`config.mk`:
```
export PLATFORM = sky130hd
export DESIGN_NAME = midi_tx
export DESIGN_NICKNAME = d
export VERILOG_FILES = /design/src/rtl/midi_pkg.sv /design/src/rtl/midi_tx_uart.sv /design/src/rtl/midi_tx.sv
export SDC_FILE = /design/constraint.sdc
export NUM_CORES = 1
export LEC_CHECK = 0
export ABC_AREA = 1
export CAP_MARGIN = 5
export CELL_PAD_IN_SITES_DETAIL_PLACEMENT = 1
export CELL_PAD_IN_SITES_GLOBAL_PLACEMENT = 1
export CORE_MARGIN = 2
export CORE_UTILIZATION = 40
export DETAILED_ROUTE_END_ITERATION = 10
export PLACE_DENSITY = 0.8
export SLEW_MARGIN = 10
export SYNTH_ARGS = -nofsm -noshare
export SYNTH_HDL_FRONTEND = slang
export SYNTH_SLANG_ARGS = --single-unit
```
`constraint.sdc`:
```
create_clock -name CLK -period 2.2 [get_ports CLK]
set_clock_uncertainty 0.1 [all_clocks]
set_input_delay 0.44 -clock CLK [delete_from_list [all_inputs] [get_ports CLK]]
set_output_delay 0.44 -clock CLK [all_outputs]
set_load 0.02 [all_outputs]
```
`src/rtl/midi_pkg.sv`:
```
// Shared MIDI constants, message codes and status encoding used by the tx and rx paths.
package midi_pkg;

  localparam int unsigned MIDI_CLKS_PER_BIT = 1600;
  localparam int unsigned BYTE_W            = 8;
  localparam int unsigned DATA_W            = 7;
  localparam int unsigned CH_W              = 4;
  localparam int unsigned BIT_CNT_W         = 4;

  localparam logic [1:0] MT_NOTE_OFF = 2'b00;
  localparam logic [1:0] MT_NOTE_ON  = 2'b01;
  localparam logic [1:0] MT_PROG_CHG = 2'b10;
  localparam logic [1:0] MT_RESERVED = 2'b11;

  localparam logic [3:0] SN_NOTE_OFF = 4'h8;
  localparam logic [3:0] SN_NOTE_ON  = 4'h9;
  localparam logic [3:0] SN_PROG_CHG = 4'hC;

  typedef enum logic [1:0] {
    S_IDLE   = 2'd0,
    S_STATUS = 2'd1,
    S_DATA1  = 2'd2,
    S_DATA2  = 2'd3
  } tx_state_e;

  // 0x00 for the reserved type: never a valid status byte
  function automatic logic [BYTE_W-1:0] status_byte(input logic [1:0] mt,
                                                    input logic [CH_W-1:0] ch);
    logic [BYTE_W-1:0] s;
    s = 8'h00;
    case (mt)
      MT_NOTE_OFF: s = {SN_NOTE_OFF, ch};
      MT_NOTE_ON:  s = {SN_NOTE_ON, ch};
      MT_PROG_CHG: s = {SN_PROG_CHG, ch};
      default:     s = 8'h00;
    endcase
    return s;
  endfunction

endpackage

```
`src/rtl/midi_tx_uart.sv`:
```
// 8N1 serializer; a new START is taken in the last stop-bit cycle so frames run back-to-back.
module uart_tx
  import midi_pkg::*;
#(
  parameter int unsigned CLKS_PER_BIT = MIDI_CLKS_PER_BIT
) (
  input  logic              CLK,
  input  logic              CE,
  input  logic              RST,
  input  logic [BYTE_W-1:0] DI,
  input  logic              START,
  output logic              BUSY,
  output logic              DO
);

  localparam int unsigned TMR_W = (CLKS_PER_BIT > 1) ? $clog2(CLKS_PER_BIT) : 1;
  localparam logic [TMR_W-1:0] TMR_LAST = TMR_W'(CLKS_PER_BIT - 1);
  localparam logic [BIT_CNT_W-1:0] BIT_STOP = BIT_CNT_W'(9);

  logic                 r_busy;
  logic [TMR_W-1:0]     r_timer;
  logic [BIT_CNT_W-1:0] r_bit;
  logic [BYTE_W:0]      r_shift;
  logic                 r_do;
  logic                 w_bit_end;
  logic                 w_frame_end;
  logic                 w_load;

  assign w_bit_end   = r_busy && (r_timer == TMR_LAST);
  assign w_frame_end = w_bit_end && (r_bit == BIT_STOP);
  assign BUSY        = r_busy && !w_frame_end;
  assign w_load      = CE && START && !BUSY;
  assign DO          = r_do;

  // Shift register is filled with ones so the stop bit falls out after the 8 data bits
  always_ff @(posedge CLK or posedge RST) begin
    if (RST) begin
      r_busy  <= 1'b0;
      r_timer <= '0;
      r_bit   <= '0;
      r_shift <= '1;
      r_do    <= 1'b1;
    end else if (w_load) begin
      r_busy  <= 1'b1;
      r_timer <= '0;
      r_bit   <= '0;
      r_shift <= {1'b1, DI};
      r_do    <= 1'b0;
    end else if (CE && r_busy) begin
      if (w_bit_end) begin
        r_timer <= '0;
        if (w_frame_end) begin
          r_busy <= 1'b0;
          r_bit  <= '0;
          r_do   <= 1'b1;
        end else begin
          r_bit   <= r_bit + BIT_CNT_W'(1);
          r_do    <= r_shift[0];
          r_shift <= {1'b1, r_shift[BYTE_W:1]};
        end
      end else begin
        r_timer <= r_timer + TMR_W'(1);
      end
    end
  end

endmodule

```
`src/rtl/midi_tx.sv`:
```
// MIDI channel-voice transmitter: message FSM with running status, feeding the uart_tx serializer.
module midi_tx
  import midi_pkg::*;
#(
  parameter int unsigned CLKS_PER_BIT   = MIDI_CLKS_PER_BIT,
  parameter int unsigned RUNNING_STATUS = 1
) (
  input  logic              CLK,
  input  logic              RST,
  input  logic              CE,
  input  logic              REQ,
  input  logic [1:0]        MSG_TYPE,
  input  logic [CH_W-1:0]   CHANNEL,
  input  logic [DATA_W-1:0] DATA1,
  input  logic [DATA_W-1:0] DATA2,
  output logic              READY,
  output logic              DO
);

  tx_state_e         r_state;
  tx_state_e         w_state_nxt;
  logic              r_prog;
  logic [DATA_W-1:0] r_d1;
  logic [DATA_W-1:0] r_d2;
  logic [BYTE_W-1:0] r_last_status;

  logic [BYTE_W-1:0] w_status_in;
  logic              w_accept;
  logic              w_rs_hit;
  logic              w_busy;
  logic              w_adv;
  logic              w_start;
  logic [BYTE_W-1:0] w_byte;

  assign w_status_in = status_byte(MSG_TYPE, CHANNEL);
  assign w_accept    = CE && REQ && (r_state == S_IDLE) && (MSG_TYPE != MT_RESERVED);
  assign w_rs_hit    = (RUNNING_STATUS != 0) && (w_status_in == r_last_status);
  assign w_adv       = CE && !w_busy;
  assign READY       = (r_state == S_IDLE);

  always_ff @(posedge CLK or posedge RST) begin
    if (RST) r_state <= S_IDLE;
    else     r_state <= w_state_nxt;
  end

  always_comb begin
    w_state_nxt = r_state;
    case (r_state)
      S_IDLE:   if (w_accept) w_state_nxt = w_rs_hit ? S_DATA1 : S_STATUS;
      S_STATUS: if (w_adv) w_state_nxt = S_DATA1;
      S_DATA1:  if (w_adv) w_state_nxt = r_prog ? S_IDLE : S_DATA2;
      S_DATA2:  if (w_adv) w_state_nxt = S_IDLE;
      default:  w_state_nxt = S_IDLE;
    endcase
  end

  // The first byte comes straight from the request so its start bit begins the next cycle
  always_comb begin
    w_start = 1'b0;
    w_byte  = '0;
    case (r_state)
      S_IDLE: if (w_accept) begin
        w_start = 1'b1;
        w_byte  = w_rs_hit ? {1'b0, DATA1} : w_status_in;
      end
      S_STATUS: if (w_adv) begin
        w_start = 1'b1;
        w_byte  = {1'b0, r_d1};
      end
      S_DATA1: if (w_adv && !r_prog) begin
        w_start = 1'b1;
        w_byte  = {1'b0, r_d2};
      end
      default: ;
    endcase
  end

  always_ff @(posedge CLK or posedge RST) begin
    if (RST) begin
      r_prog        <= 1'b0;
      r_d1          <= '0;
      r_d2          <= '0;
      r_last_status <= 8'h00;
    end else if (w_accept) begin
      r_prog <= (MSG_TYPE == MT_PROG_CHG);
      r_d1   <= DATA1;
      r_d2   <= DATA2;
      if (!w_rs_hit) r_last_status <= w_status_in;
    end
  end

  uart_tx #(
    .CLKS_PER_BIT(CLKS_PER_BIT)
  ) u_uart_tx (
    .CLK  (CLK),
    .CE   (CE),
    .RST  (RST),
    .DI   (w_byte),
    .START(w_start),
    .BUSY (w_busy),
    .DO   (DO)
  );

endmodule

```
# Word level (Yosys, flattened, before mapping)
# Cells that the tools add are included.
[word_totals] out_inout_bits=2 wordCells=87 input_bits=24 register_bits=51
[op_classes] reduce_logical=24 n_addsub=2 bitwise_logic=1 muxes=36 n_eq_ne=14
[ops] operator="$pmux W8 S3" n=2
[ops] operator="$mux W9" n=4
[ops] operator="$mux W11" n=3
[ops] operator="$mux W4" n=4
[ops] operator="$mux W8" n=2
[ops] operator="$mux W7" n=2
[ops] operator="$mux W2" n=6
[ops] operator="$add A11 B1 Y11 const B" n=1
[ops] operator="$eq A11 B11 Y1 const B" n=1
[ops] operator="$logic_and A1 B1 Y1" n=11
[ops] operator="$mux W1" n=11
[ops] operator="$ne A2 B2 Y1 const B" n=5
[ops] operator="$eq A8 B8 Y1" n=1
[ops] operator="$pmux W2 S4" n=1
[ops] operator="$eq A2 B2 Y1 const B" n=3
[ops] operator="$reduce_and A3 Y1" n=2
[ops] operator="$reduce_bool A2 Y1" n=3
[ops] operator="$add A4 B1 Y4 const B" n=1
[ops] operator="$eq A2 B1 Y1 const B" n=2
[ops] operator="$eq A4 B4 Y1 const B" n=1
[ops] operator="$logic_not A2 Y1" n=2
[ops] operator="$reduce_and A2 Y1" n=2
[ops] operator="$reduce_and A4 Y1" n=1
[ops] operator="$logic_not A1 Y1" n=3
[ops] operator="other kinds (3)" n=3

# Logic depth before layout (Yosys ltp)
# Gate-level depths: netlist of run 1.
[depth] depth_word=14 depth_mapped=13 mapped_depth_nobuf=11

# Hierarchy
# From an unflattened synthesis of run 1, not the netlist that was laid out.
[hier_totals] hier_cells=390 hier_area_um2=2900.3
[by_module_without_submodules] mod="midi_tx" seq_area_each_um2=600.6 area_per_inst_um2=1457.6 cells_per_inst=194 n_inst=1
[by_module_without_submodules] mod="uart_tx" seq_area_each_um2=636.9 area_per_inst_um2=1442.6 cells_per_inst=196 n_inst=1

# Worst setup path after synthesis of run 1
# OpenSTA, ideal clock, no wires.
[synth_path] kind="flip-flop to flip-flop" startpoint="register r_state[1]" endpoint="register u_uart_tx.r_timer[0]" slack_ns=0.334 setup_time_ns=0.074 arrival_ns=1.692 t_required_ns=2.026 synth_period_minus_slack_ns=1.866 path_stages_with_launch=10 n_path_buf=2 cell_sequence="dfrtp_1 nor2_1 nand4_1 nand3_1 nand3_2 buf_6 nand2_4 buf_12 nand4_2 o21ai_2"
[synth_between] elab_chain_len=8 word_cells_on_any_way=11 cone_classes="eq/ne (2); mux (3); reduce/logical (6)"
[synth_lines] item="start, declared" line="midi_tx.sv:20" text="tx_state_e r_state;"
[synth_lines] item="start signal, assigned" line="midi_tx.sv:43" text="else r_state <= w_state_nxt;"
[synth_lines] item="$logic_not A2 Y1 *"
[synth_lines] item="named net READY" line="midi_tx.sv:16" text="output logic READY,"
[synth_lines] item="$logic_and A1 B1 Y1 (2 in a row)" line="midi_tx.sv:36" text="assign w_accept = CE && REQ && (r_state == S_IDLE) && (MSG_TYPE != MT_RESERVED);"
[synth_lines] item="$mux W1" line="midi_tx.sv:62" text="S_IDLE: if (w_accept) begin"
[synth_lines] item="$pmux W1 S3 *" line="midi_tx.sv:61" text="case (r_state)"
[synth_lines] item="$logic_and A1 B1 Y1 * (2 in a row)" line="midi_tx_uart.sv:32" text="assign w_load = CE && START && !BUSY;"
[synth_lines] item="$mux W11 or $reduce_bool A2 Y1 (tied branches)"
[synth_lines] item="end signal, assigned" line="midi_tx_uart.sv:62" text="r_timer <= r_timer + TMR_W'(1);"
[synth_lines] item="end, declared" line="midi_tx_uart.sv:21" text="logic [TMR_W-1:0] r_timer;"
# The timed path passes the listed nets; every way through them passes the cells marked *.
# A chain may end at the register's enable or synchronous reset.

# Worst setup path after layout of run 1
[layout_path] startpoint="register u_uart_tx.r_timer[0]" endpoint="register u_uart_tx.r_timer[4]"
[layout_between] elab_chain_len=13 word_cells_on_any_way=18 cone_classes="add/sub (1); eq/ne (1); mux (6); reduce/logical (10)"
[layout_lines] item="$eq A11 B11 Y1" line="midi_tx_uart.sv:29" text="assign w_bit_end = r_busy && (r_timer == TMR_LAST);"
[layout_lines] item="$logic_and A1 B1 Y1" line="midi_tx_uart.sv:29"
[layout_lines] item="$logic_and A1 B1 Y1" line="midi_tx_uart.sv:30" text="assign w_frame_end = w_bit_end && (r_bit == BIT_STOP);"
[layout_lines] item="$logic_not A1 Y1" line="midi_tx_uart.sv:31" text="assign BUSY = r_busy && !w_frame_end;"
[layout_lines] item="$logic_and A1 B1 Y1" line="midi_tx_uart.sv:31"
[layout_lines] item="$logic_not A1 Y1" line="midi_tx_uart.sv:32, midi_tx.sv:38"
[layout_lines] item="$logic_and A1 B1 Y1" line="midi_tx.sv:38" text="assign w_adv = CE && !w_busy;"
[layout_lines] item="$logic_and A1 B1 Y1" line="midi_tx.sv:70" text="S_DATA1: if (w_adv && !r_prog) begin"
[layout_lines] item="$mux W1" line="midi_tx.sv:70"
[layout_lines] item="$pmux W1 S3" line="midi_tx.sv:61"
[layout_lines] item="$logic_and A1 B1 Y1 (2 in a row)" line="midi_tx_uart.sv:32"
[layout_lines] item="$mux W11 or $reduce_bool A2 Y1 (tied branches)"
# Several ways; a longest one is shown, not always the timed one. The select of a mux whose other input is x is not followed.

==> results of run 1 <==
## power by group through the flow
stage / sequential (uW) / clock (uW) / combinational, uW
2_1_floorplan: 1560 / 0 / 1230
3_3_place_gp: 1610 / 0 / 1640
3_5_place_dp: 1630 / 0 / 1730
4_1_cts: 1620 / 695 / 1740
5_1_grt: 1670 / 742 / 1960
6_report: 1620 / 677 / 1730
## area by class of cell
| cell class | instances | area share [%] |
|---|---|---|
| Clock buffer | 6 | 2.31 |
| Clock inverter | 2 | 1.05 |
| Inverter | 59 | 6.19 |
| Multi-Input combinational cell | 249 | 37.2 |
| Sequential cell | 49 | 34.6 |
| Tap cell | 96 | 3.36 |
| Timing Repair Buffer | 58 | 15.3 |
## tightest hold or removal path: stages
cell and delay [ns]:
clkdlybuf4s50_1 0.41, inv_2 0.07, buf_12 0.25
## cells by family after synthesis
group	after synthesis	synth area share [%]
simple gates	178	29.1
compound gates	61	13.4
buf+inv	73	11.1
flops	49	42.9
xor+xnor	7	2.13
fa+ha+maj	3	1.30
## registers in the layout (all words and copies together), names as in the netlist
register / count
r_d1: 7
r_prog: 1
r_last_status: 7
u_uart_tx.DO: 1
u_uart_tx.r_timer: 11
u_uart_tx.r_shift: 8
r_d2: 7
u_uart_tx.r_bit: 4
u_uart_tx.r_busy: 1
r_state: 2
## layer usage
metal	GRT usage, %	share of wire (%)
met5	0	0
met4	5.92	1.3
met3	3.05	2.2
met2	37.2	50
met1	28.1	47
## path summary, 6_finish.rpt
kind,slack [ns],from,cells past startpoint,endpoint
worst min-delay path,0.38,RST,3,u_uart_tx.r_busy
max in group asynchronous,1.31,RST,3,u_uart_tx.r_shift[1]
min in group CLK,0.40,r_d2[5],2,r_d2[5]
worst min register to register,0.40,r_d2[5],2,r_d2[5]
worst max register to register,0.16,u_uart_tx.r_timer[0],11,u_uart_tx.r_timer[4]
worst max-delay path,0.16,u_uart_tx.r_timer[0],11,u_uart_tx.r_timer[4]
## stage by stage
stage          instance area, um^2  TNS, ns  total power (uW)
2_1_floorplan                 2880        0              2790
3_3_place_gp                  3450   -0.200              3250
3_5_place_dp                  3450    -1.74              3360
4_1_cts                       3570        0              4050
5_1_grt                       3580        0              4370
6_report                      3580        0              4030
## timing repair
action	CTS	global route
gates resized for setup	1	2
setup buffers	0	0
setup endpoints to repair	1	9
## placed cells by master, fill, tap and decap left out, drive strengths merged
cell / count
nand2: 93
inv: 59
dfrtp: 40
nand3: 37
o21ai: 34
buf: 33
nor2: 31
clkdlybuf4s50: 24
dfstp: 9
xor2: 7
o311ai: 7
nand3b: 7
a21oi: 7
o41ai: 6
clkbuf: 6
nand4: 5
o22ai: 4
ha: 3
nor3: 3
and3: 1
a22oi: 1
o31ai: 1
or2: 1
o211ai: 1
clkinvlp: 1
bufinv: 1
dlygate4sd2: 1
==> impl_metrics.env, run 1 <==
export IMPL_maxSlewHeadroom_pct=75.1
export IMPL_path_buf_inv=1
export IMPL_synth_main_ff_cell="dfrtp_1"
export IMPL_ys_seq_area_share_pct=42.9
export IMPL_drive_above_1_share_pct=18.2
export IMPL_multi_input_area_um2=1330
export IMPL_dp_hpwl_um=5650
export IMPL_fmax_ghz=0.490
export IMPL_wl_per_cell_um=14.8
export IMPL_power_density_nw_per_um2=1130
export IMPL_clk_pin_slew_ns=0.09
export IMPL_start_util_pct=42.0
export IMPL_outcome="finished clean"
export IMPL_gp_congestion=0.808
export IMPL_synthTopCellsByCount="nand2_1 (87), inv_1 (56), dfrtp_1 (40)"
export IMPL_setup_slack_ns=0.159
export IMPL_placed_cells=511
export IMPL_seqPwrFrac_pct=40.2
export IMPL_die_w_um=88.9
export IMPL_setup_viol=0
export IMPL_fin_hold_ws_ns=0.383
export IMPL_irDropWorstVdd_mv=0.400
export IMPL_power_frac_clock_pct=16.8
export IMPL_routed_wl_um=7670
export IMPL_synth_largest_area_cell="dfrtp_1"
export IMPL_p_comb_share_pct=43.0
export IMPL_rsz0062_at_grt="no"
export IMPL_postRouteAntennaNets=0
export IMPL_grt_pass1_wl_um=13100
export IMPL_leakage_uw=0.00177
export IMPL_p_int_uw=2410
export IMPL_maxSlewViolCount=0
export IMPL_synth_cells=371
export IMPL_cts_tree="done"
export IMPL_synthToLayoutAreaGrowth_pct=24.0
export IMPL_cts_root_buf="clkbuf_8"
export IMPL_crit_chain="ha_1 -> nand3_1 -> nor2_4 -> nand3_2 -> nand2_2 -> nand3_2 -> buf_4 -> nand2_4 -> nand3_1 -> nand2_1 -> nor2_1"
export IMPL_fillers=876
export IMPL_clkSinkCount=49
export IMPL_hold_viol_final=0
export IMPL_syn_nets=398
export IMPL_cap_violations=0
export IMPL_holdBufCountCts=0
export IMPL_port_buffers=25
export IMPL_ctsLongestPathBuffers=2
export IMPL_grtUsageTotal_pct=21.5
export IMPL_final_nets=449
export IMPL_boundaryPins=26
export IMPL_synth_top_cell_area_share_pct=34.7
export IMPL_swShare_pct=40.1
export IMPL_period_share_pct=92.8
export IMPL_die_area_um2=7900
export IMPL_cts_made_buffers=5
export IMPL_yosys_warnings=0
export IMPL_worstPathRequired_ns=2.30
export IMPL_finalCriticalPeriod_ns=2.04
export IMPL_firstDrtPassIters=4
export IMPL_cp_end_kind="register"
export IMPL_final_cells=519
export IMPL_synth_most_common_cell="nand2_1"
export IMPL_viasPerCell=5.04
export IMPL_num_vias=2618
export IMPL_grt_max_degree=50
export IMPL_regArea_um2=1240
export IMPL_antenna_found_initial=0
export IMPL_synth_edf_count=0
export IMPL_path_class="reg -> reg"
export IMPL_antennaDiodeCount=0
export IMPL_grt_pass1_vias=2810
export IMPL_drt_iter0_markers=178
export IMPL_synth_distinct_cells=38
export IMPL_dieHeight_um=88.9
export IMPL_remaining_drc_errors=0
export IMPL_rows=30
export IMPL_synth_avg_cell_area_um2=7.77
export IMPL_hold_path_class="in -> async"
export IMPL_cp_arrival_ns=2.14
export IMPL_clock_latency_ns=0.30
export IMPL_synth_seq_cells=49
export IMPL_synthArstFlopShare_pct=100
export IMPL_cp_max_fo=18
export IMPL_final_util_pct=52.1
export IMPL_worst_pin_slew_ns=0.370
export IMPL_crit_family="simple AND/OR/NAND/NOR gates"
export IMPL_crit_path_max_incr_delay_ns=0.38
export IMPL_netlist_area_um2=2880
export IMPL_slowest_stage="dfrtp_1"
export IMPL_coreArea_um2=6870
export IMPL_start_kind="register"
export IMPL_synthTopCellsByArea="dfrtp_1 (35%), nand2_1 (11%), dfstp_2 (8.2%), inv_1 (7.3%), nand3_1 (6.1%)"
export IMPL_cts_htree_levels=2
export IMPL_grt_remaining_overflow=0
export IMPL_p_switching_uw=1610
export IMPL_dp_slack_ns=-0.131
Note: power is estimated with default switching activity, not from simulation.
==> run 2: changes to the inputs <==
REMOVE_ABC_BUFFERS = 1   (was unset)
==> impl_metrics.env, run 2 (synthesized netlist as in run 1, its figures left out) <==
export IMPL_path_class="in -> reg"
export IMPL_timing_rr_start="u_uart_tx.r_timer[0]"
export IMPL_routed_wl_um=7440
export IMPL_num_vias=2656
export IMPL_cp_arrival_ns=2.11
export IMPL_leakage_uw=0.00175
export IMPL_rrSetupSlack_ns=0.23
export IMPL_dieHeight_um=88.9
export IMPL_p_total_uw=3950
export IMPL_viasPerCell=5.14
export IMPL_final_common_cell="nand2_1"
export IMPL_synthToLayoutAreaGrowth_pct=22.7
export IMPL_die_area_um2=7900
export IMPL_finalCriticalPeriod_ns=2.01
export IMPL_top_register="u_uart_tx.r_timer"
export IMPL_worstPathRequired_ns=2.30
export IMPL_cts_tree="done"
export IMPL_dp_hpwl_um=5570
export IMPL_boundaryPins=26
export IMPL_irDropWorstVdd_mv=0.454
export IMPL_drive_above_1_share_pct=17.8
export IMPL_final_cell_mix="nand2_1 (87), inv_1 (54), dfrtp_1 (40), nand3_1 (34), buf_4 (28)"
export IMPL_remaining_drc_errors=0
export IMPL_postRouteAntennaNets=0
export IMPL_gp_congestion=0.829
export IMPL_startpoint="MSG_TYPE[0]"
export IMPL_ctsLongestPathBuffers=2
export IMPL_fin_hold_ws_ns=0.377
export IMPL_outcome="finished clean"
export IMPL_hold_viol_final=0
export IMPL_maxSlewHeadroom_pct=73.2
export IMPL_firstDrtPassIters=4
export IMPL_drt_iter0_markers=102
export IMPL_setup_viol=0
export IMPL_r2r_cells=12
export IMPL_cap_violations=0
export IMPL_cp_end_kind="register"
export IMPL_cts_made_buffers=5
export IMPL_power_density_nw_per_um2=1120
export IMPL_clkSinkCount=49
export IMPL_antennaDiodeCount=0
export IMPL_cts_htree_levels=2
export IMPL_clock_latency_ns=0.31
export IMPL_grt_pass1_wl_um=13000
export IMPL_hold_path_class="in -> async"
export IMPL_maxSlewViolCount=0
export IMPL_port_buffers=25
export IMPL_rsz0062_at_grt="no"
export IMPL_worst_pin_slew_ns=0.402
export IMPL_grtUsageTotal_pct=21.1
export IMPL_fmax_ghz=0.497
export IMPL_start_kind="input pin"
export IMPL_final_nets=447
export IMPL_grt_max_degree=31
export IMPL_largest_reg_flops=11
export IMPL_wl_per_cell_um=14.4
export IMPL_crit_end="r_last_status[7]"
export IMPL_cts_root_buf="clkbuf_8"
export IMPL_clk_pin_slew_ns=0.10
export IMPL_final_util_pct=51.5
export IMPL_antenna_found_initial=0
export IMPL_rr_endpoint="u_uart_tx.r_timer[9]"
export IMPL_grt_remaining_overflow=0
export IMPL_period_share_pct=91.4
export IMPL_cp_max_fo=9
export IMPL_coreArea_um2=6870
export IMPL_top_regs="u_uart_tx.r_timer (11), u_uart_tx.r_shift (8)"
export IMPL_die_w_um=88.9
export IMPL_fillers=845
export IMPL_start_util_pct=42.0
export IMPL_rows=30
export IMPL_grt_pass1_vias=2732
## run 2: changes by cell type in the layout (fill, tap and decap cells not counted), sizes merged
cell,change
buf,-2
clkbuf,+1
dlygate4sd2,-1
dlymetal6s2s,+1
bufinv,-1
## run 2: critical path: stages
cell             delay [ns]
clkdlybuf4s50_1        0.52
nand2_2                0.10
buf_12                 0.15
nand2_1                0.08
nand2_1                0.06
nand2_1                0.05
nand2_1                0.08
nor2_4                 0.18
a21oi_2                0.15
or2_2                  0.30
## run 2: final cells by class
cell class | instances | area (um^2) | area share, %
repair buffers | 56 | 523 | 14.8
flip-flops and latches | 49 | 1240 | 35.0
clock buffers | 7 | 86.3 | 2.44
well taps | 96 | 120 | 3.39
clock inverters | 1 | 7.51 | 0.212
multi-input cells | 249 | 1340 | 38.0
inverters | 59 | 221 | 6.26
## run 2: report_power, final
part	total, uW	internal (uW)	switching [uW]
logic	1760	711	1050
registers	1620	1350	268
clock network	576	256	320
## run 2: metal layers
metal  global-route usage (%)  part of all wire, %  vias up
met4                     5.10                 0.77        0
met5                        0                    0        -
met1                     29.5                   48     1307
met2                     34.5                   48       37
met3                     2.95                  2.6        7
li1                         -                    -     1305
## run 2: worst min path at each step
stage,cells past startpoint,to,from
CTS,3,r_last_status[1],RST
detailed placement,2,r_d2[5],r_d2[5]
global placement,2,r_d2[5],r_d2[5]
finish,3,r_state[0],RST
global route,3,r_last_status[1],RST
floorplan,2,r_d2[4],r_d2[4]
## run 2: what timing repair did
| item | 4_1_cts | 5_1_grt |
|---|---|---|
| setup buffers | 0 | 0 |
| gates resized for setup | 0 | 6 |
| endpoints found under the hold margin | 0 | 0 |
| setup endpoints to repair | 0 | 14 |
| hold buffers | 0 | 0 |
## run 2: metrics by stage
stage | TNS (ns) | setup WS, ns | std cells | instance area (um^2)
floorplan | -8.00 | -0.445 | 357 | 2780
global placement | -0.327 | -0.0564 | 509 | 3420
detailed placement | -2.01 | -0.152 | 509 | 3420
CTS | 0 | 0.00773 | 517 | 3520
global route | 0 | 0.0109 | 517 | 3540
finish | 0 | 0.190 | 517 | 3540
==> run 3: changes to the inputs <==
DONT_BUFFER_PORTS = 1   (was unset)
HOLD_SLACK_MARGIN = 0.1   (was unset)
PLACE_DENSITY = 0.74   (was 0.8)
SLEW_MARGIN = unset   (was 10)
==> impl_metrics.env, run 3 (synthesized netlist as in run 1, its figures left out) <==
export IMPL_leakage_uw=0.00155
export IMPL_die_area_um2=7900
export IMPL_drt_iter0_markers=103
export IMPL_ctsLongestPathBuffers=2
export IMPL_drive_above_1_share_pct=15.5
export IMPL_worstPathRequired_ns=2.30
export IMPL_swShare_pct=42.0
export IMPL_p_total_uw=3730
export IMPL_coreArea_um2=6870
export IMPL_crit_chain="ha_1 -> nand3_1 -> nor2_4 -> nand3_2 -> nand2_2 -> nand3_2 -> nand2_4 -> nand3_1 -> nand2_1 -> nor2_1"
export IMPL_cp_arrival_ns=2.08
export IMPL_wl_per_cell_um=14.6
export IMPL_fillers=885
export IMPL_final_common_cell="nand2_1"
export IMPL_worst_pin_slew_ns=0.423
export IMPL_rows=30
export IMPL_grt_pass1_wl_um=11700
export IMPL_gp_congestion=0.821
export IMPL_routed_wl_met3_um=177
export IMPL_fmax_ghz=0.506
export IMPL_maxSlewHeadroom_pct=71.5
export IMPL_rsz0062_at_grt="no"
export IMPL_dieHeight_um=88.9
export IMPL_power_density_nw_per_um2=1180
export IMPL_p_int_uw=2170
export IMPL_start_kind="register"
export IMPL_p_comb_share_pct=41.5
export IMPL_grtUsageTotal_pct=19.2
export IMPL_cp_max_fo=18
export IMPL_remaining_drc_errors=0
export IMPL_clk_pin_slew_ns=0.10
export IMPL_top_layer_used="met4"
export IMPL_routed_wl_um=6940
export IMPL_hold_viol_final=0
export IMPL_cts_root_buf="clkbuf_8"
export IMPL_final_nets=406
export IMPL_cts_tree="done"
export IMPL_antenna_found_initial=0
export IMPL_start_util_pct=42.0
export IMPL_p_switching_uw=1570
export IMPL_antennaDiodeCount=0
export IMPL_grt_max_degree=44
export IMPL_period_share_pct=89.8
export IMPL_seqPwrFrac_pct=43.6
export IMPL_firstDrtPassIters=4
export IMPL_clock_latency_ns=0.31
export IMPL_viasPerCell=5.11
export IMPL_path_class="reg -> reg"
export IMPL_hold_path_class="in -> reg"
export IMPL_cp_end_kind="register"
export IMPL_outcome="finished clean"
export IMPL_slowest_stage="dfrtp_1"
export IMPL_maxSlewViolCount=0
export IMPL_fin_hold_ws_ns=0.141
export IMPL_final_cell_mix="nand2_1 (87), inv_1 (54), dfrtp_1 (40), nand3_1 (35), nor2_1 (26)"
export IMPL_top_regs="u_uart_tx.r_timer (11), u_uart_tx.r_shift (8)"
export IMPL_num_vias=2431
export IMPL_grt_remaining_overflow=0
export IMPL_synthToLayoutAreaGrowth_pct=9.24
export IMPL_irDropWorstVdd_mv=0.437
export IMPL_finalCriticalPeriod_ns=1.98
export IMPL_boundaryPins=26
export IMPL_dp_hpwl_um=4990
export IMPL_cts_made_buffers=5
export IMPL_die_w_um=88.9
export IMPL_grt_pass1_vias=2478
export IMPL_port_buffers=0
export IMPL_cts_htree_levels=2
export IMPL_clkSinkCount=49
export IMPL_route_layer_met1_wl_um=3360
export IMPL_cap_violations=0
export IMPL_power_frac_clock_pct=14.9
export IMPL_largest_reg_flops=11
export IMPL_crit_path_max_incr_delay_ns=0.40
export IMPL_setup_viol=0
export IMPL_wl_met2_um=3340
export IMPL_postRouteAntennaNets=0
export IMPL_finalSetupTns_ns=0
export IMPL_top_register="u_uart_tx.r_timer"
-- run 3: changes by cell type in the layout (fill, tap and decap cells not counted), sizes merged --
cell,delta
clkbuf,-2
clkdlybuf4s50,-24
clkinv,+3
dlygate4sd3,+1
dlymetal6s2s,-1
clkinvlp,-1
buf,-17
-- run 3: repair_timing --
action / CTS / global route
gates resized for setup: 0 / 2
hold buffers: 1 / 0
endpoints found under the hold margin: 40 / 0
endpoints found under the setup margin: 0 / 5
buffers inserted: 0 / 0
-- run 3: worst paths after layout --
check	start	cells after the start	slack, ns	to
setup / recovery	u_uart_tx.r_timer[1]	10	0.22	u_uart_tx.r_timer[2]
setup reg to reg	u_uart_tx.r_timer[1]	10	0.22	u_uart_tx.r_timer[2]
hold reg to reg	u_uart_tx.r_shift[0]	2	0.38	u_uart_tx.DO
hold / removal	DATA2[3]	2	0.14	r_d2[3]
max in group asynchronous	RST	3	1.09	u_uart_tx.r_shift[1]
min in group asynchronous	RST	2	0.37	r_d2[5]
-- run 3: per-layer routing --
layer	track usage [%]	vias up
met5	0	-
met1	26.0	1178
met4	5.51	0
met2	32.2	26
met3	2.59	5
li1	-	1222
-- run 3: stage by stage --
stage	area (um^2)	worst slack, ns	util (%)	std cells
2_1_floorplan	2780	-0.445	-	357
3_3_place_gp	3050	0.278	44.4	467
3_5_place_dp	3050	0.180	44.4	467
4_1_cts	3150	0.153	45.8	476
5_1_grt	3150	0.0584	45.9	476
6_report	3150	0.224	45.9	476
-- run 3: power by group through the flow --
stage          registers (uW)  logic, uW  clock network [uW]
2_1_floorplan            1560       1120                   0
3_3_place_gp             1620       1510                   0
3_5_place_dp             1640       1560                   0
4_1_cts                  1620       1570                 586
5_1_grt                  1670       1790                 609
6_report                 1630       1550                 557
-- run 3: final cells by class --
type	instances	area, um^2	share of cell area, %
tap	96	120	3.81
inverter	59	221	7.03
multi-input combinational	249	1330	42.1
timing repair buffer	15	153	4.85
sequential	49	1240	39.3
clock inverter	3	22.5	0.715
clock buffer	5	68.8	2.18
-- run 3: worst max-delay path, delay by kind of cell, from the launching register on --
kind                       cells  cell delay, ns
and+or+nand+nor                9            1.18
DFF                            1            0.40
adders and majority gates      1            0.20
==> RTL change 1 (settings of run 3) <==
Compare `r_timer` against `TMR_LAST` with >= in place of ==.
--- a/src/rtl/midi_tx_uart.sv
+++ b/src/rtl/midi_tx_uart.sv
@@ -28,3 +28,3 @@
 
-  assign w_bit_end   = r_busy && (r_timer == TMR_LAST);
+  assign w_bit_end   = r_busy && (r_timer >= TMR_LAST);
   assign w_frame_end = w_bit_end && (r_bit == BIT_STOP);
Function: same outputs for any inputs over 10 cycles, from zero or initial values and one cycle with RST high; that may be too few to reach the edited logic, so the function may still have changed.
==> RTL change 1 against run 3 <==
  * Setup slack worse by 33 ps
  * Power is 6.2% lower
  * Hold slack improved by 2.2 ps
  * Clock power decreased by 4.8%
  * Area after synthesis grew 0.82%
  * Sequential power is 4% lower
  * Routed wire length is 6.1% higher
  * Sequential share of layout area fell by 0.062 points
  * First-iteration DRC count is 3.9% higher
  * Final area grew 0.16%
  * Sequential cell count unchanged
  * Via count increased by 3.7%
  * Non-clock buffer count shrank 3
  * Critical endpoint is now u_uart_tx.r_timer[8]
  * Largest power group unchanged
  * Highest routed layer unchanged
==> RTL change 1: results (changes against run 3) <==
Setup path
  – Critical Path End: u_uart_tx.r_timer[8]
  – R2R depth: 13 (+3)
  – Slowest cell delay on critical path: 420 ps (+20 ps)
  – CP max-delay cell: dfrtp_1
  – R2R Setup Slk: 190 ps (-30 ps)
  – CP Max Fanout: 10 (-8)
  – RR Startpoint: u_uart_tx.r_timer[0]
  – Crit path DAT: 2140 ps (+60 ps)

Routing
  – Vias/cell: 5.02 (-1.7%)
  – Wl on met1: 3650 µm (+8.6%)
  – DR WL met3: 240 µm (+36%)
  – DRT Wirelength: 7360 µm (+6.1%)
  – Iteration-0 DRC Markers: 107 (+3.9%)
  – DR pass1 iterations: 4 (unchanged)
  – Highest metal used: met4
  – Met2 WL: 3430 µm (+2.6%)

Clock tree
  – H-tree depth: 2 (unchanged)
  – Clk_lat worst skew: 310 ps (about the same)

STA
  – Fin crit share: 0.913 (+0.0150)
  – Worst slew pin tran: 520 ps (+97.8 ps)

Pwr
  – Sw Share: 0.419 (-0.00113)
  – Leakage: 1.67 nW (+7.3%)
  – Maximum VDD drop: 409 µV (-6.3%)

Layout
  – Fill count: 950 (+7.3%)
  – Final Net Count: 429 (+5.7%)
  – Share of cells above drive strength 1: 0.132 (-0.0237)

Place
  – Final HPWL DP: 5620 µm (+13%)
  – Port bufs: 0 (unchanged)
  – Final Wtd Congestion: 0.834 (+1.5%)
  – Pre-CTS setup slack: 23.0 ps (-157 ps)

GRT
  – First-pass GRT wire length: 12000 µm (+2.1%)
  – Gr usage total: 0.195 (+0.00376)
  – Largest net degree at the start of global routing: 30 (-32%)
  – Vias in the first global route: 2534 (+2.3%)

Logic synthesis
  – Seq/Total Area, Yosys: 0.426 (-0.00351)
  – Area contributors post-synth: dfrtp_1 34%, nand2_1 17%, dfstp_2 8.1%
  – Most frequent cells after synthesis: 133 x nand2_1, 50 x inv_1, 40 x dfrtp_1
  – Adder-cell share of the synthesized area: 0.0129 (-0.000106)
  – Synth Area in XOR/XNOR: 0.0301 (+0.00886)
  – Area share of the largest cell type after synthesis: 0.344 (-0.00284)
  – Mux contribution to synthesized area: 0 (unchanged)
  – Synth cell types: 35 (-7.9%)
  – Synth Area in Compound Gates: 0.117 (-0.0174)

Run status
  – Status: completed
RTL change 1: worst min path at each step:
stage                     endpoint  slack [ps]  cells past startpoint
final                      r_d2[3]         140                      2
after global routing       r_d2[5]         140                      2
after CTS                  r_d2[5]         140                      2
after detailed placement   r_d2[3]         290                      1
after global placement     r_d2[3]         290                      1
after floorplan            r_d2[3]         350                      2
RTL change 1: power by group through the flow:
| stage | clock (mW) | combinational [mW] | sequential, mW |
|---|---|---|---|
| after floorplan | 0 | 1.06 | 1.51 |
| after global placement | 0 | 1.34 | 1.56 |
| after detailed placement | 0 | 1.40 | 1.59 |
| after CTS | 0.549 | 1.41 | 1.57 |
| after global routing | 0.583 | 1.60 | 1.62 |
| final | 0.530 | 1.40 | 1.57 |
RTL change 1: routing by layer:
layer | global-route usage | vias up
met4 | 0.0488 | 0
met5 | 0 | -
met3 | 0.0295 | 3
li1 | - | 1267
met1 | 0.278 | 1212
met2 | 0.314 | 38
RTL change 1: final cells by class:
cell class | count | area [µm²] | area share
multi-input cells | 278 | 1410 | 0.446
flip-flops and latches | 49 | 1240 | 0.392
inverters | 56 | 210 | 0.0666
well taps | 99 | 124 | 0.0393
repair buffers | 12 | 92.6 | 0.0293
clock buffers | 6 | 72.6 | 0.0230
clock inverters | 2 | 10.0 | 0.00317
RTL change 1: per-stage QoR:
| step | cells | area, µm² | TNS, ps | hold WS, ps |
|---|---|---|---|---|
| finish | 502 | 3160 | 0 | 143 |
| global route | 502 | 3160 | -15.4 | 139 |
| CTS | 498 | 3120 | 0 | 138 |
| detailed placement | 489 | 3030 | 0 | 292 |
| global placement | 489 | 3030 | 0 | 288 |
| floorplan | 383 | 2850 | -8770 | 349 |
RTL change 1: kinds of logic after synthesis:
group / count (synthesis)
AOI/OAI and AO/OA: 47
xor gates and xnor gates: 10
adders and majority gates: 3
buffers and inverters: 65
DFF: 49
and+or+nand+nor: 218
RTL change 1: critical path, delay by kind of cell, from the launching register on:
kind	cells	cell delay [ps]
compound gates	2	200
fa+ha+maj	1	240
buf+inv	2	230
flops	1	420
simple gates	8	740
RTL change 1: timing repair:
action,CTS,global route
hold buffers,1,0
setup endpoints to repair,0,22
endpoints found under the hold margin,18,0
setup buffers,0,4
resized for setup,0,1
==> RTL change 2 (config.mk and constraints of run 3) <==
Made on the original files. The 4 states of `tx_state_e` get a one-hot encoding in 4 bits.
--- a/src/rtl/midi_pkg.sv
+++ b/src/rtl/midi_pkg.sv
@@ -18,7 +18,7 @@
 
-  typedef enum logic [1:0] {
-    S_IDLE   = 2'd0,
-    S_STATUS = 2'd1,
-    S_DATA1  = 2'd2,
-    S_DATA2  = 2'd3
+  typedef enum logic [3:0] {
+    S_IDLE   = 4'b0001,
+    S_STATUS = 4'b0010,
+    S_DATA1  = 4'b0100,
+    S_DATA2  = 4'b1000
   } tx_state_e;
Function: same outputs for any inputs over 10 cycles, from zero or initial values and one cycle with RST high; not proved beyond that.
==> RTL change 2 against run 3 <==
  * Power is 2.7% lower
  * Synthesized cell count is 3.0% higher
  * Sequential share of layout area is 0.089 points higher
  * Die area is 2.2% higher
  * Area after synthesis is 2.3% higher
  * Routed wire length is 5.2% higher
  * First-iteration DRC count is 57% lower
  * Via count is 2.8% higher
  * Final area is 4.0% higher
  * Sequential cell count is 2 higher
  * Setup slack worse by 50 ps
  * Critical path depth is 1 higher
  * Largest power group unchanged
  * Highest routed layer unchanged
==> RTL change 2: results (changes against run 3) <==
Run status
  – Status: completed

Setup path
  – Worst r2r dst: u_uart_tx.r_timer[3]
  – CP Max Fanout: 11 (-7)
  – RR Startpoint: u_uart_tx.r_timer[1]
  – R2R Setup Slk: 170 ps (-50 ps)
  – R2R depth: 11 (+1)
  – Crit path DAT: 2130 ps (+50 ps)

GRT
  – Initial antenna violation count: 0 (unchanged)
  – Gr usage total: 0.193 (+0.00130)
  – Vias in the first global route: 2625 (+5.9%)
  – Largest net degree at the start of global routing: 40 (-9.1%)
  – First-pass GRT wire length: 12800 µm (+9.1%)

Layout
  – Fill count: 927 (+4.7%)
  – Diode count: 0 (unchanged)
  – Share of cells above drive strength 1: 0.153 (-0.00220)
  – Top flop regs: u_uart_tx.r_timer: 11 flops, u_uart_tx.r_shift: 8 flops
  – Final Net Count: 418 (+3.0%)

Routing
  – Via count: 2500 (+2.8%)
  – Wl on met1: 3390 µm (+0.71%)
  – DR WL met3: 220 µm (+24%)
  – Iteration-0 DRC Markers: 44 (-57%)
  – Met2 WL: 3630 µm (+8.4%)
  – Highest metal used: met4
  – DR pass1 iterations: 4 (unchanged)
  – DRT Wirelength: 7310 µm (+5.2%)

Place
  – Final HPWL DP: 5460 µm (+9.4%)
  – Port bufs: 0 (unchanged)
  – Cell Area, Placed: 0.00310 mm² (+1.9%)
  – Final Wtd Congestion: 0.803 (-2.2%)

Logic synthesis
  – Ys Warns: 0 (unchanged)
  – Most used DFF post-synth: dfrtp_1
  – Most frequent cells after synthesis: 93 x nand2_1, 58 x inv_1, 41 x dfrtp_1
  – Seq/Total Area, Yosys: 0.437 (+0.00793)
  – EDFF count, synth: 0 (unchanged)
  – Area contributors post-synth: dfrtp_1 35%, nand2_1 12%, dfstp_2 8.9%
  – Synth cell types: 35 (-7.9%)
  – Synth async-reset ratio: 1.00 (unchanged)

STA
  – Slew margin rel.: 0.593 (-0.122)

Pwr
  – Maximum VDD drop: 417 µV (-4.4%)
  – Leakage: 1.56 nW (+0.78%)

Worst hold path
  – WHS Endpoint: r_d2[3]
  – Hold path start: DATA2[3]
  – Hold path cells: 2 (unchanged)
  – Worst Hold Class: in2reg

Clock tree
  – CTS root buf: clkbuf_8
  – Maximum buffer depth of the clock tree: 2 (unchanged)
  – Worst-path clk slew: 100 ps (about the same)
  – H-tree depth: 2 (unchanged)
  – Clk_lat worst skew: 310 ps (about the same)
  – TritonCTS Buffers: 5 (unchanged)
RTL change 2: where the power goes:
group	switching [mW]	total [mW]	internal, mW
logic	0.809	1.25	0.446
registers	0.239	1.60	1.36
clock network	0.319	0.773	0.455
RTL change 2: layout make-up:
class / instances / area, µm² / area share
clock buffers: 6 / 72.6 / 0.0221
clock inverters: 2 / 60.1 / 0.0183
inverters: 59 / 221 / 0.0676
multi-input cells: 260 / 1390 / 0.423
flip-flops and latches: 51 / 1290 / 0.394
well taps: 99 / 124 / 0.0378
repair buffers: 14 / 124 / 0.0378
RTL change 2: repair_timing:
action,in CTS,in global routing
endpoints found under the setup margin,0,20
setup buffers,0,2
hold buffers,1,0
resized for setup,0,4
hold endpoints to repair,18,0
RTL change 2: worst max-delay path by stage:
stage                                     from                    to  slack, ps  depth (start not counted)
final                     u_uart_tx.r_timer[1]  u_uart_tx.r_timer[3]        170                         11
after global routing      u_uart_tx.r_timer[1]    u_uart_tx.r_bit[3]          2                         10
after CTS                 u_uart_tx.r_timer[0]    u_uart_tx.r_bit[0]        110                         10
after global placement    u_uart_tx.r_timer[0]    u_uart_tx.r_bit[2]        170                          8
after detailed placement  u_uart_tx.r_timer[0]    u_uart_tx.r_bit[2]        150                          8
after floorplan             u_uart_tx.r_bit[1]    u_uart_tx.r_bit[0]        -20                         11
RTL change 2: layer usage:
layer	track usage	vias to the layer above
met5	0	-
met4	0.0423	0
met3	0.0394	7
met2	0.335	24
met1	0.250	1202
li1	-	1267
RTL change 2: critical path, stage by stage (launching register included):
cell and delay (ps):
dfrtp_1 420, ha_2 230, nand3_2 110, nor2_4 160
nand3_2 130, nand2_2 110, nand3_4 140, nand2_2 110
buf_4 200, nand2_1 70, nand2_1 70, nor2_1 50
RTL change 2: logic make-up after synthesis:
family,count (synthesis),synth area share
AO/OA/AOI/OAI,68,0.151
buffers and inverters,71,0.0967
flip-flops,51,0.437
XOR/XNOR,7,0.0208
adder cells (fa/ha/maj),3,0.0127
AND/OR/NAND/NOR,182,0.282
RTL change 2: metrics by stage:
stage | TNS [ps] | setup slack (ps) | std cells | power (mW) | hold slack, ps
6_report | 0 | 175 | 491 | 3.63 | 149
5_1_grt | 0 | 2.09 | 491 | 3.97 | 139
4_1_cts | 0 | 111 | 489 | 3.66 | 144
3_5_place_dp | 0 | 149 | 480 | 2.86 | 279
3_3_place_gp | 0 | 174 | 480 | 2.80 | 270
2_1_floorplan | -76.4 | -19.1 | 370 | 2.48 | 353
